File: src/rtl/led_scan_encoder.sv
`default_nettype none
// ============================================================================
// Module   : led_scan_encoder
// Brief    : Time-multiplexed multi-digit seven-segment driver with
//            frame-aligned double buffering. Define LED_SCAN_BLANK_EN for
//            leading-zero blanking.
// Revision : 1.0
// ============================================================================
module led_scan_encoder #(
    parameter int DIGITS   = 4,
    parameter int SCAN_DIV = 50000
) (
    input  logic                  clk,
    input  logic                  rst,
    input  logic [4*DIGITS-1:0]   in,
    input  logic [DIGITS-1:0]     dp_in,
    input  logic                  in_valid,
    output logic [6:0]            out,
    output logic                  dp,
    output logic [DIGITS-1:0]     led,
    output logic                  pending,
    output logic                  frame
);

    localparam int CW = $clog2(SCAN_DIV);
    localparam int IW = (DIGITS > 1) ? $clog2(DIGITS) : 1;
    localparam int DW = 5 * DIGITS;
    localparam logic [CW-1:0] CNT_MAX  = CW'(SCAN_DIV - 1);
    localparam logic [IW-1:0] IDX_LAST = IW'(DIGITS - 1);

    logic [CW-1:0]     cnt_q, cnt_d;
    logic [IW-1:0]     idx_q, idx_d;
    logic [DW-1:0]     disp_q, disp_d;
    logic [DW-1:0]     shadow_q, shadow_d;
    logic              pending_q, pending_d;
    logic              frame_q, frame_d;
    logic [6:0]        out_q, out_d;
    logic              dp_q, dp_d;
    logic [DIGITS-1:0] led_q, led_d;

    logic              w_tick;
    logic              w_wrap;
    logic              w_commit;
    logic [3:0]        w_nib;
    logic              w_dpbit;
`ifdef LED_SCAN_BLANK_EN
    logic              w_blank;
`endif

    function automatic logic [6:0] seg7(input logic [3:0] v);
        logic [6:0] s;
        case (v)
            4'h0: s = 7'b1000000;
            4'h1: s = 7'b1111001;
            4'h2: s = 7'b0100100;
            4'h3: s = 7'b0110000;
            4'h4: s = 7'b0011001;
            4'h5: s = 7'b0010010;
            4'h6: s = 7'b0000010;
            4'h7: s = 7'b1111000;
            4'h8: s = 7'b0000000;
            4'h9: s = 7'b0010000;
            4'hA: s = 7'b0001000;
            4'hB: s = 7'b0000011;
            4'hC: s = 7'b1000110;
            4'hD: s = 7'b0100001;
            4'hE: s = 7'b0000110;
            default: s = 7'b0001110;
        endcase
        return s;
    endfunction

    always_comb begin
        w_tick = (cnt_q == CNT_MAX);
        cnt_d  = w_tick ? '0 : cnt_q + CW'(1);

        idx_d = idx_q;
        if (w_tick) begin
            idx_d = (idx_q == IDX_LAST) ? '0 : idx_q + IW'(1);
        end

        w_wrap   = w_tick && (idx_d == '0);
        w_commit = w_wrap && pending_q;

        // Commit uses the shadow as it stood before this edge's strobe.
        disp_d    = w_commit ? shadow_q : disp_q;
        shadow_d  = in_valid ? {dp_in, in} : shadow_q;
        pending_d = in_valid | (pending_q & ~w_commit);
        frame_d   = w_wrap;

        w_nib   = 4'h0;
        w_dpbit = 1'b0;
        for (int k = 0; k < DIGITS; k++) begin
            if (idx_d == IW'(k)) begin
                w_nib   = disp_d[4*k +: 4];
                w_dpbit = disp_d[4*DIGITS + k];
            end
        end

`ifdef LED_SCAN_BLANK_EN
        // Blank when every nibble from this digit upward is zero.
        w_blank = (idx_d != '0) &&
                  ((disp_d[4*DIGITS-1:0] >> {idx_d, 2'b00}) == '0);
`endif

        led_d = led_q;
        out_d = out_q;
        dp_d  = dp_q;
        if (w_tick) begin
            led_d = DIGITS'(1) << idx_d;
            out_d = seg7(w_nib);
`ifdef LED_SCAN_BLANK_EN
            if (w_blank) begin
                out_d = 7'b1111111;
            end
`endif
            dp_d  = ~w_dpbit;
        end
    end

    always_ff @(posedge clk or negedge rst) begin
        if (!rst) begin
            cnt_q     <= '0;
            idx_q     <= '0;
            disp_q    <= '0;
            shadow_q  <= '0;
            pending_q <= 1'b0;
            frame_q   <= 1'b0;
            out_q     <= 7'b1000000;
            dp_q      <= 1'b1;
            led_q     <= DIGITS'(1);
        end else begin
            cnt_q     <= cnt_d;
            idx_q     <= idx_d;
            disp_q    <= disp_d;
            shadow_q  <= shadow_d;
            pending_q <= pending_d;
            frame_q   <= frame_d;
            out_q     <= out_d;
            dp_q      <= dp_d;
            led_q     <= led_d;
        end
    end

    assign out     = out_q;
    assign dp      = dp_q;
    assign led     = led_q;
    assign pending = pending_q;
    assign frame   = frame_q;

endmodule
`default_nettype wire

File: config.mk
export PLATFORM = sky130hd
export DESIGN_NAME = led_scan_encoder
export DESIGN_NICKNAME = d
export VERILOG_FILES = /design/src/rtl/led_scan_encoder.sv
export SDC_FILE = /design/constraint.sdc
export NUM_CORES = 1
export LEC_CHECK = 0
export CORE_UTILIZATION = 30
export DETAILED_ROUTE_END_ITERATION = 8
export DONT_BUFFER_PORTS = 1
export GPL_ROUTABILITY_DRIVEN = 0
export GPL_TIMING_DRIVEN = 0
export PLACE_DENSITY = 0.46
export REMOVE_ABC_BUFFERS = 1
export SYNTH_ARGS = -nofsm -noshare
export SYNTH_HDL_FRONTEND = slang
export SYNTH_SLANG_ARGS = --single-unit
File: constraint.sdc
create_clock -name clk -period 4.4 [get_ports clk]
set_clock_uncertainty 0.2 [all_clocks]
set_input_delay 1.32 -clock clk [delete_from_list [all_inputs] [get_ports clk]]
set_output_delay 1.32 -clock clk [all_outputs]
set_load 0.03 [all_outputs]
==> summary.md, run 1 <==
| Metric | Value |
|---|---|
| Status | `completed` |
| Largest net degree at the start of global routing | `73` |
| Most frequent cells in the layout | `dfrtp_1 (69), mux2_2 (37), nor2_1 (16)` |
| Clock Sinks | `72` |
| Hpwl dp | `4150 um` |
| Cell Chain, Critical Path | `ha_1, or3b_1, nor2_2, buf_8, mux2_2, mux2i_1, mux2i_2, inv_1, ha_1, inv_1, mux4_1, mux2_2` |
| Initial core utilization | `31.0%` |
| CTS H-tree lvls | `3` |
| Finish-stage setup viols | `0` |
| Count of final max-slew check failures | `0` |
| Yosys top cell area share | `51.2%` |
| Setup ws final | `~220 ps` |
| First-pass GRT wire length | `10900 um` |
| Place WS | `30.9 ps` |
| Sequential area share after synthesis | `53.6%` |
| Die Ht | `108 um` |
| Crit share post-route | `95.1%` |
| Syn_area_per_cell | `12.8 um2` |
| Area Overhead vs Synth | `10.3%` |
| Core area | `0.0109 mm2` |
| Initial antenna violation count | `0` |
| Initial DRC count | `51` |
| Hold-fix buffers, CTS | `0` |
| Class of the worst hold path | `flop to flop` |
| Synth area leaders | `dfrtp_1 (51%), mux2_2 (12%), mux2i_1 (5.0%)` |
| WL final | `about 6300 um` |
| Util after Layout | `between 30% and 40%` |
| Share of cells above drive strength 1 | `a little over a quarter` |
| WP data required | `4440 ps` |
| CP Data Arrival Time | `~4200 ps` |
| Worst setup SP type | `flop` |
| Slew @ Worst Pin | `660 ps` |
| Leakage | `around 1.7 nW` |
| Pwr/cell area | `336 mW/mm2` |
| Delay-heaviest family, CP | `multiplexers` |
| Full die area | `0.0117 mm2` |
| Num CTS Buffers | `9` |
| Worst setup EP type | `flop` |
| Vias per cell | `4.77` |
| Clk buf depth | `2` |
| Yosys warns | `0` |
| Highest net fanout along the worst path | `17` |
| Root Buffer | `clkbuf_8` |
| Residual DRC count | `0` |
| Total Routing Usage GR | `between 10% and 20%` |
| Max Cap Violations | `0` |
| Slowest stage cell, crit path | `or3b_1` |
| Synth cell types | `between 40 and 50` |
| Ant. Diodes | `0` |
| 1st-pass router iterations | `4` |
| Commonest non-fill, non-tap cell in the layout | `dfrtp_1` |
| Worst skew pair latency | `360 ps` |
| Post-Syn Area | `0.00337 mm2` |
| Highest achievable clock rate | `239 MHz` |
| Std cell rows | `38` |
| RSZ-0062 raised after global routing | `false` |
| Design Power | `1.25 mW` |
| Chip Width | `108 um` |
| Crit path kind | `flop to flop` |
| TritonCTS clock tree | `yes` |
| DR WL/cell | `15.3 um` |
| Worst-path clk slew | `about 80 ps` |
| Worst Path Buf+Inv | `3` |
| Worst path max stage delay | `530 ps` |
| Syn Inst Count | `263` |
| Maximum VDD drop | `0.234 mV` |
| Synth area leader | `dfrtp_1` |
| Overflow after GRT | `0` |
| IO Pins | `37` |
| Port Buffer Count | `0` |
| Vias | `1950` |
| Flops & latches, synth | `72` |
| Min Tclk post-route | `~4200 ps` |
| Remaining antenna violation count after routing | `0` |
| Normalized max-slew margin | `56.0%` |
| Nets | `approximately 300` |
| Vias in the first global route | `~2.1k` |
| Hold Fails Final Rpt | `0` |
stage by stage:
| step | cells | area, um2 | setup TNS, ps | hold WS (ps) |
|---|---|---|---|---|
| 2_1_floorplan | 252 | 3300 | -119 | 225 |
| 3_3_place_gp | 392 | 3480 | -4500 | 243 |
| 3_5_place_dp | 393 | 3500 | 0 | 251 |
| 4_1_cts | 409 | 3700 | 0 | 260 |
| 5_1_grt | 409 | 3720 | 0 | 296 |
| 6_report | 409 | 3720 | 0 | 254 |
flip-flops by register name, summed over array words and instances, names as in the netlist:
name      count
frame         1
disp_q       20
idx_q         2
dp            1
shadow_q     20
cnt_q        16
out           7
led           4
pending       1
timing repair:
item / in CTS / in global routing
pin swaps: 0 / 0
buffers inserted: 0 / 0
endpoints found under the setup margin: 1 / 1
gates resized for setup: 1 / 2
report_power, final:
part           internal (mW)  total, mW  switching [mW]
logic                 0.0168     0.0206         0.00379
registers              0.680      0.690          0.0102
clock network          0.279      0.538           0.259
total                  0.976       1.25           0.273
cells in the mapped netlist (all sizes together):
cell	instances
xor2	8
a31oi	3
nand2b	1
buf	6
nor4	2
ha	8
or3b	1
a21oi	3
o22a	2
clkbuf	5
inv	10
nand2	15
and4bb	1
xnor2	5
and2	2
mux2i	19
nand3	7
dfstp	3
and3	5
and4b	1
mux2	37
a211o	5
nor2	18
dfrtp	69
a21o	2
mux4	2
nand4	2
nor2b	1
and4	1
o22ai	2
o41ai	1
o211ai	1
o21ai	9
nor3	5
or3	1
metal layers:
metal	vias to the layer above	GRT usage (%)	wire [um]
li1	930	-	-
met1	979	15.5	2960
met2	34	18.9	2810
met3	7	5.06	388
met4	0	4.70	99
met5	-	0	0
logic make-up after synthesis:
kind of cell	Yosys count	synth area share, %
xor+xnor	13	3.38
mux	58	20.3
simple gates	63	10.7
flops	72	53.6
buf+inv	21	3.19
compound gates	28	5.90
fa+ha+maj	8	2.97
layout make-up:
| type | instances | area (um2) |
|---|---|---|
| clock inverters | 6 | 67.6 |
| well taps | 140 | 175 |
| multi-input cells | 170 | 1480 |
| repair buffers | 1 | 15.0 |
| flip-flops and latches | 72 | 1810 |
| fillers | 1092 | 7170 |
| clock buffers | 10 | 138 |
| inverters | 10 | 40.0 |
worst register-to-register path, delay by kind of cell, from the launching register on:
kind	cells	cell delay, ps
fa+ha+maj	2	760
buf+inv	3	430
flops	1	470
simple gates	2	820
mux	5	1370
final timing paths:
kind | startpoint | depth (start not counted) | endpoint | slack (ps)
max | idx_q[0] | 12 | out[3] | 220
min | cnt_q[0] | 1 | cnt_q[0] | 250
max reg2reg | idx_q[0] | 12 | out[3] | 220
min reg2reg | cnt_q[0] | 1 | cnt_q[0] | 250
max in group asynchronous | rst | 0 | led[0] | 3330
min in group asynchronous | rst | 0 | disp_q[12] | 450
Power figures use the tool's default switching activity.
==> run 2, diff against run 1 <==
CORE_MARGIN = 2   (was default)
PLACE_DENSITY = default   (was 0.46)
==> run 2 against run 1 <==
Utilization is 0.16 points lower. Total power down 1.1%. Setup slack improved by 78 ps. Clock power is 2% lower. Die area grew 3.7%. Maximum frequency up 1.9%. Sequential power is essentially flat. Non-clock buffer count stayed put. Largest cell class unchanged. Sequential share of layout area is 0.23 points higher. Highest routed layer unchanged.
==> summary.md, run 2 (same netlist as run 1, synthesis figures left out) <==
| Metric | Value |
|---|---|
| Reg area | `0.00181 mm2` |
| Largest regs | `disp_q x20, shadow_q x20, cnt_q x16` |
| Residual DRC count | `0` |
| First-pass GRT wire length | `10300 um` |
| 1st-pass router iterations | `4` |
| Die Ht | `110 um` |
| Logic pwr share | `1.7%` |
| Highest achievable clock rate | `244 MHz` |
| Root Buffer | `clkbuf_8` |
| Initial DRC count | `83` |
| Switch Pwr | `roughly 0.27 mW` |
| DR WL/cell | `15.0 um` |
| Multi-input logic area | `0.00147 mm2` |
| Full die area | `between 0.01 and 0.015 mm2` |
| Area Overhead vs Synth | `9.76%` |
| End point of the worst hold path | `cnt_q[0]` |
| Hpwl dp | `4210 um` |
| Worst skew pair latency | `350 ps` |
| Port Buffer Count | `0` |
| Core area | `0.0109 mm2` |
| CTS H-tree lvls | `3` |
| Slew @ Worst Pin | `640 ps` |
| Total Routing Usage GR | `11.2%` |
| Worst-path clk slew | `around 80 ps` |
| Normalized max-slew margin | `57.3%` |
| Std cell rows | `38` |
| Finish-stage setup viols | `0` |
| Initial antenna violation count | `0` |
| Min Tclk post-route | `4110 ps` |
| Vias in the first global route | `1984` |
| Clk pwr share | `42.5%` |
| Sequential Power Share | `between 50% and 60%` |
| WP data required | `4430 ps` |
| Share of cells above drive strength 1 | `26.0%` |
| Post-route cell area | `0.00370 mm2` |
| Clk buf depth | `2` |
| Maximum VDD drop | `0.126 mV` |
| Crit path kind | `flop to flop` |
| Pwr/cell area | `about 330 mW/mm2` |
| Ant. Diodes | `0` |
| Initial core utilization | `a little under a third` |
| Hold Fails Final Rpt | `0` |
| Worst path max stage delay | `530 ps` |
| WHS Path Cells | `1` |
| Remaining antenna violation count after routing | `0` |
| Leakage | `1.69 nW` |
| CP Data Arrival Time | `4140 ps` |
| Sw frac | `22.2%` |
| Worst Path Buf+Inv | `2` |
| Status | `completed` |
| Num CTS Buffers | `9` |
| Largest net degree at the start of global routing | `73` |
| RSZ-0062 raised after global routing | `false` |
| Commonest non-fill, non-tap cell in the layout | `dfrtp_1` |
| Worst setup EP type | `flop` |
| Vias per cell | `4.68` |
| Highest net fanout along the worst path | `18` |
| Slowest stage cell, crit path | `or3b_1` |
| Final hold slack | `257 ps` |
| Design Power | `1.24 mW` |
| Util after Layout | `34.0%` |
| DP Area | `0.00350 mm2` |
| Crit share post-route | `93.3%` |
| Clock Sinks | `72` |
| Max Cap Violations | `0` |
| TritonCTS clock tree | `yes` |
| Cell Chain, Critical Path | `ha_1, or3b_1, nor2_2, buf_8, mux2i_1, mux2i_1, mux2i_2, inv_1, ha_1, mux4_1, mux2_2` |
| Vias | `1916` |
| WL final | `6120 um` |
| Worst Min Path Start | `cnt_q[0]` |
| Worst R2R Start | `idx_q[0]` |
| IO Pins | `37` |
| Worst setup SP type | `flop` |
| Nets | `295` |
| FF-to-FF path depth | `11` |
| Most frequent cells in the layout | `dfrtp_1 (69), mux2_2 (37), nor2_1 (16)` |
| Internal power | `0.960 mW` |
| Count of final max-slew check failures | `0` |
| FF-to-FF setup slack | `a little under 300 ps` |
| Class of the worst hold path | `flop to flop` |
| FILL cells | `1091` |
| Overflow after GRT | `0` |
| Delay-heaviest family, CP | `multiplexers` |
| Reg2Reg Capture Point | `out[3]` |
| Chip Width | `110 um` |
## run 2: cell count changes in the layout (fill, tap and decap cells not counted), sizes merged
cell,before,now
clkinv,2,0
clkinvlp,2,4
## run 2: power by group through the flow
stage          Clock (mW)  Sequential [mW]  Combinational, mW
6_report            0.525            0.690             0.0206
5_1_grt             0.576            0.693             0.0230
4_1_cts             0.543            0.690             0.0210
3_5_place_dp            0            0.703             0.0210
3_3_place_gp            0            0.702             0.0201
2_1_floorplan           0            0.699             0.0197
## run 2: final cells by class
cell class	instances	share of cell area (%)
multi-input combinational	170	39.7
sequential	72	48.8
timing repair buffer	1	0.406
tap	140	4.73
clock inverter	6	1.86
inverter	10	1.08
clock buffer	10	3.45
## run 2: repair_timing
item / in CTS / in global routing
endpoints found under the setup margin: 0 / 1
resized for setup: 0 / 2
buffers inserted: 0 / 0
hold buffers: 0 / 0
endpoints found under the hold margin: 0 / 0
## run 2: how the worst max path moves through the flow
stage	start	to	depth (start not counted)
4_1_cts	idx_q[0]	out[3]	11
6_report	idx_q[0]	out[3]	11
3_3_place_gp	idx_q[0]	out[3]	11
5_1_grt	idx_q[0]	out[3]	11
2_1_floorplan	idx_q[0]	out[3]	11
3_5_place_dp	idx_q[0]	out[3]	11
## run 2: through the flow
| step | setup slack, ps | setup TNS (ps) | std cells |
|---|---|---|---|
| after floorplan | -119 | -119 | 252 |
| after global placement | -838 | -3260 | 392 |
| after detailed placement | 111 | 0 | 393 |
| after CTS | 111 | 0 | 409 |
| after global routing | 27.8 | 0 | 409 |
| final | 293 | 0 | 409 |
## run 2: layer usage
layer / wire length, um / global-route usage (%)
met4: 88 / 4.34
met1: 2890 / 14.4
met5: 0 / 0
met3: 482 / 4.94
met2: 2660 / 16.6
==> patch, RTL diff (config.mk and constraints of run 2) <==
The option `LED_SCAN_BLANK_EN` is turned on by a define.
--- a/src/rtl/led_scan_encoder.sv
+++ b/src/rtl/led_scan_encoder.sv
@@ -8,2 +8,4 @@
 // ============================================================================
+`define LED_SCAN_BLANK_EN
+
 module led_scan_encoder #(
Function: same outputs for any inputs over 10 cycles, from zero or initial values and one cycle with rst low; that may be too few to reach the edited logic, so the function may still have changed.
==> patch against run 2 <==
  * Wire length up 22%
  * Area after synthesis grew 6.9%
  * Via count rose by 21%
  * Cell area increased by 11%
  * Cell count grew 14%
  * Setup slack improved by 0.020 ns
  * Sequential cell count unchanged
  * Total power rose by 11%
  * Hold slack better by 0.0090 ns
  * Critical path depth grew 3
==> patch: results (changes against run 2) <==
Synthesis
The synthesized-area fraction occupied by ao, oa, aoi and oai cells is 0.0909 (+0.0319). The post-synthesis mux area share is 0.181 (-0.0222). By area the synthesized netlist is led by sky130_fd_sc_hd__dfrtp_1 48%, sky130_fd_sc_hd__mux2_2 14%, sky130_fd_sc_hd__xor2_1 2.9%. The number of distinct library cells after synthesis is 56 (+22%). Counting instances in the post-synthesis netlist gives the leading cell types as 69 x sky130_fd_sc_hd__dfrtp_1, 46 x sky130_fd_sc_hd__mux2_2, 24 x sky130_fd_sc_hd__nand2_1.

The post-synthesis sequential area ratio came to 0.501 (-0.0348). The adder and majority gate portion of the synthesized area was 0.0278 (-0.00193). The fraction of synthesized cell area in xor and xnor cells is 0.0340 (+0.000237).

Finish
The share of post-route cells with drive strength above 1 is 0.274 (+0.0139). The number of nets in the layout is 347 (+18%). The largest registers in the layout are shadow_q x20, disp_q x19, cnt_q x16.

Critical path
The worst register-to-register path ends at out[0]$_DFFE_PN0N_. The maximum fanout along the worst path is 9 (-9). The source of the worst register-to-register timing path is cnt_q[11]$_DFF_PN0_. The register-to-register path setup slack is 0.31 ns (+0.02 ns). The arrival time at the worst endpoint is 4.09 ns (-0.05 ns). The count of cells along the worst register-to-register path is 14 (+3).

Clock network
The clock transition at the registers of the reported paths is 0.05 ns (-0.03 ns). The master cell of the clock root buffer is sky130_fd_sc_hd__clkbuf_16.

Global route
The met2 usage came to 0.184 (+0.0180). The first-pass GRT wire length is 12,200 um (+18%). The met1 layer usage reported by global route was 0.156 (+0.0126). The met3 global-route usage is 0.0457 (-0.00369).

Drt
The total length of routed met2 wires is 3450 um (+30%). The mean routed wirelength per cell is 15.9 um (+6.5%). The routed metal-1 wire length is 3430 um (+19%). The routed length on met3 came to 437 um (-9.3%).

STA
The worst slew slack as a fraction of its limit is 0.389 (-0.184).

Power
The worst voltage drop across the vdd grid is 150 uV (+19%).

Place
The sum of net half-perimeters after detailed placement is 5210 um (+24%). The worst setup slack after placement came to -1.21 ns (-1.32 ns).

Status
The run finished with clean final reports.
==> patch: metrics by stage <==
step                      hold slack [ns]  instances
after global routing                0.282        468
final                               0.266        468
after detailed placement            0.255        448
after global placement              0.250        447
after floorplan                     0.233        300
after CTS                           0.262        467
==> patch: repair_timing <==
| action | in CTS | in global routing |
|---|---|---|
| buffers inserted | 3 | 0 |
| setup endpoints to repair | 7 | 5 |
| hold endpoints to repair | 0 | 0 |
| gates resized for setup | 4 | 4 |
==> patch: cell type report <==
cell class	count	area [um2]
fill	1151	7770
sequential	72	1810
multi-input combinational	219	1760
clock buffer	12	246
tap	147	184
timing repair buffer	5	37.5
inverter	9	36.3
clock inverter	4	20.0
==> patch: how the worst max path moves through the flow <==
stage / slack (ns) / endpoint / cells after the start / from
after floorplan: -0.58 / out[0]$_DFFE_PN0N_ / 13 / cnt_q[11]$_DFF_PN0_
after global placement: -2.20 / out[0]$_DFFE_PN0N_ / 14 / cnt_q[0]$_DFF_PN0_
after detailed placement: -1.21 / out[0]$_DFFE_PN0N_ / 15 / cnt_q[0]$_DFF_PN0_
after CTS: 0.01 / out[0]$_DFFE_PN0N_ / 12 / cnt_q[11]$_DFF_PN0_
after global routing: 0.05 / out[0]$_DFFE_PN0N_ / 14 / cnt_q[5]$_DFF_PN0_
final: 0.31 / out[0]$_DFFE_PN0N_ / 14 / cnt_q[11]$_DFF_PN0_
==> patch: where the power goes <==
| part | total [mW] | switching [mW] | internal, mW | leakage [nW] |
|---|---|---|---|---|
| registers | 0.693 | 0.0119 | 0.681 | 0.930 |
| logic | 0.0241 | 0.00542 | 0.0187 | 0.730 |
| clock network | 0.659 | 0.266 | 0.393 | 0.136 |
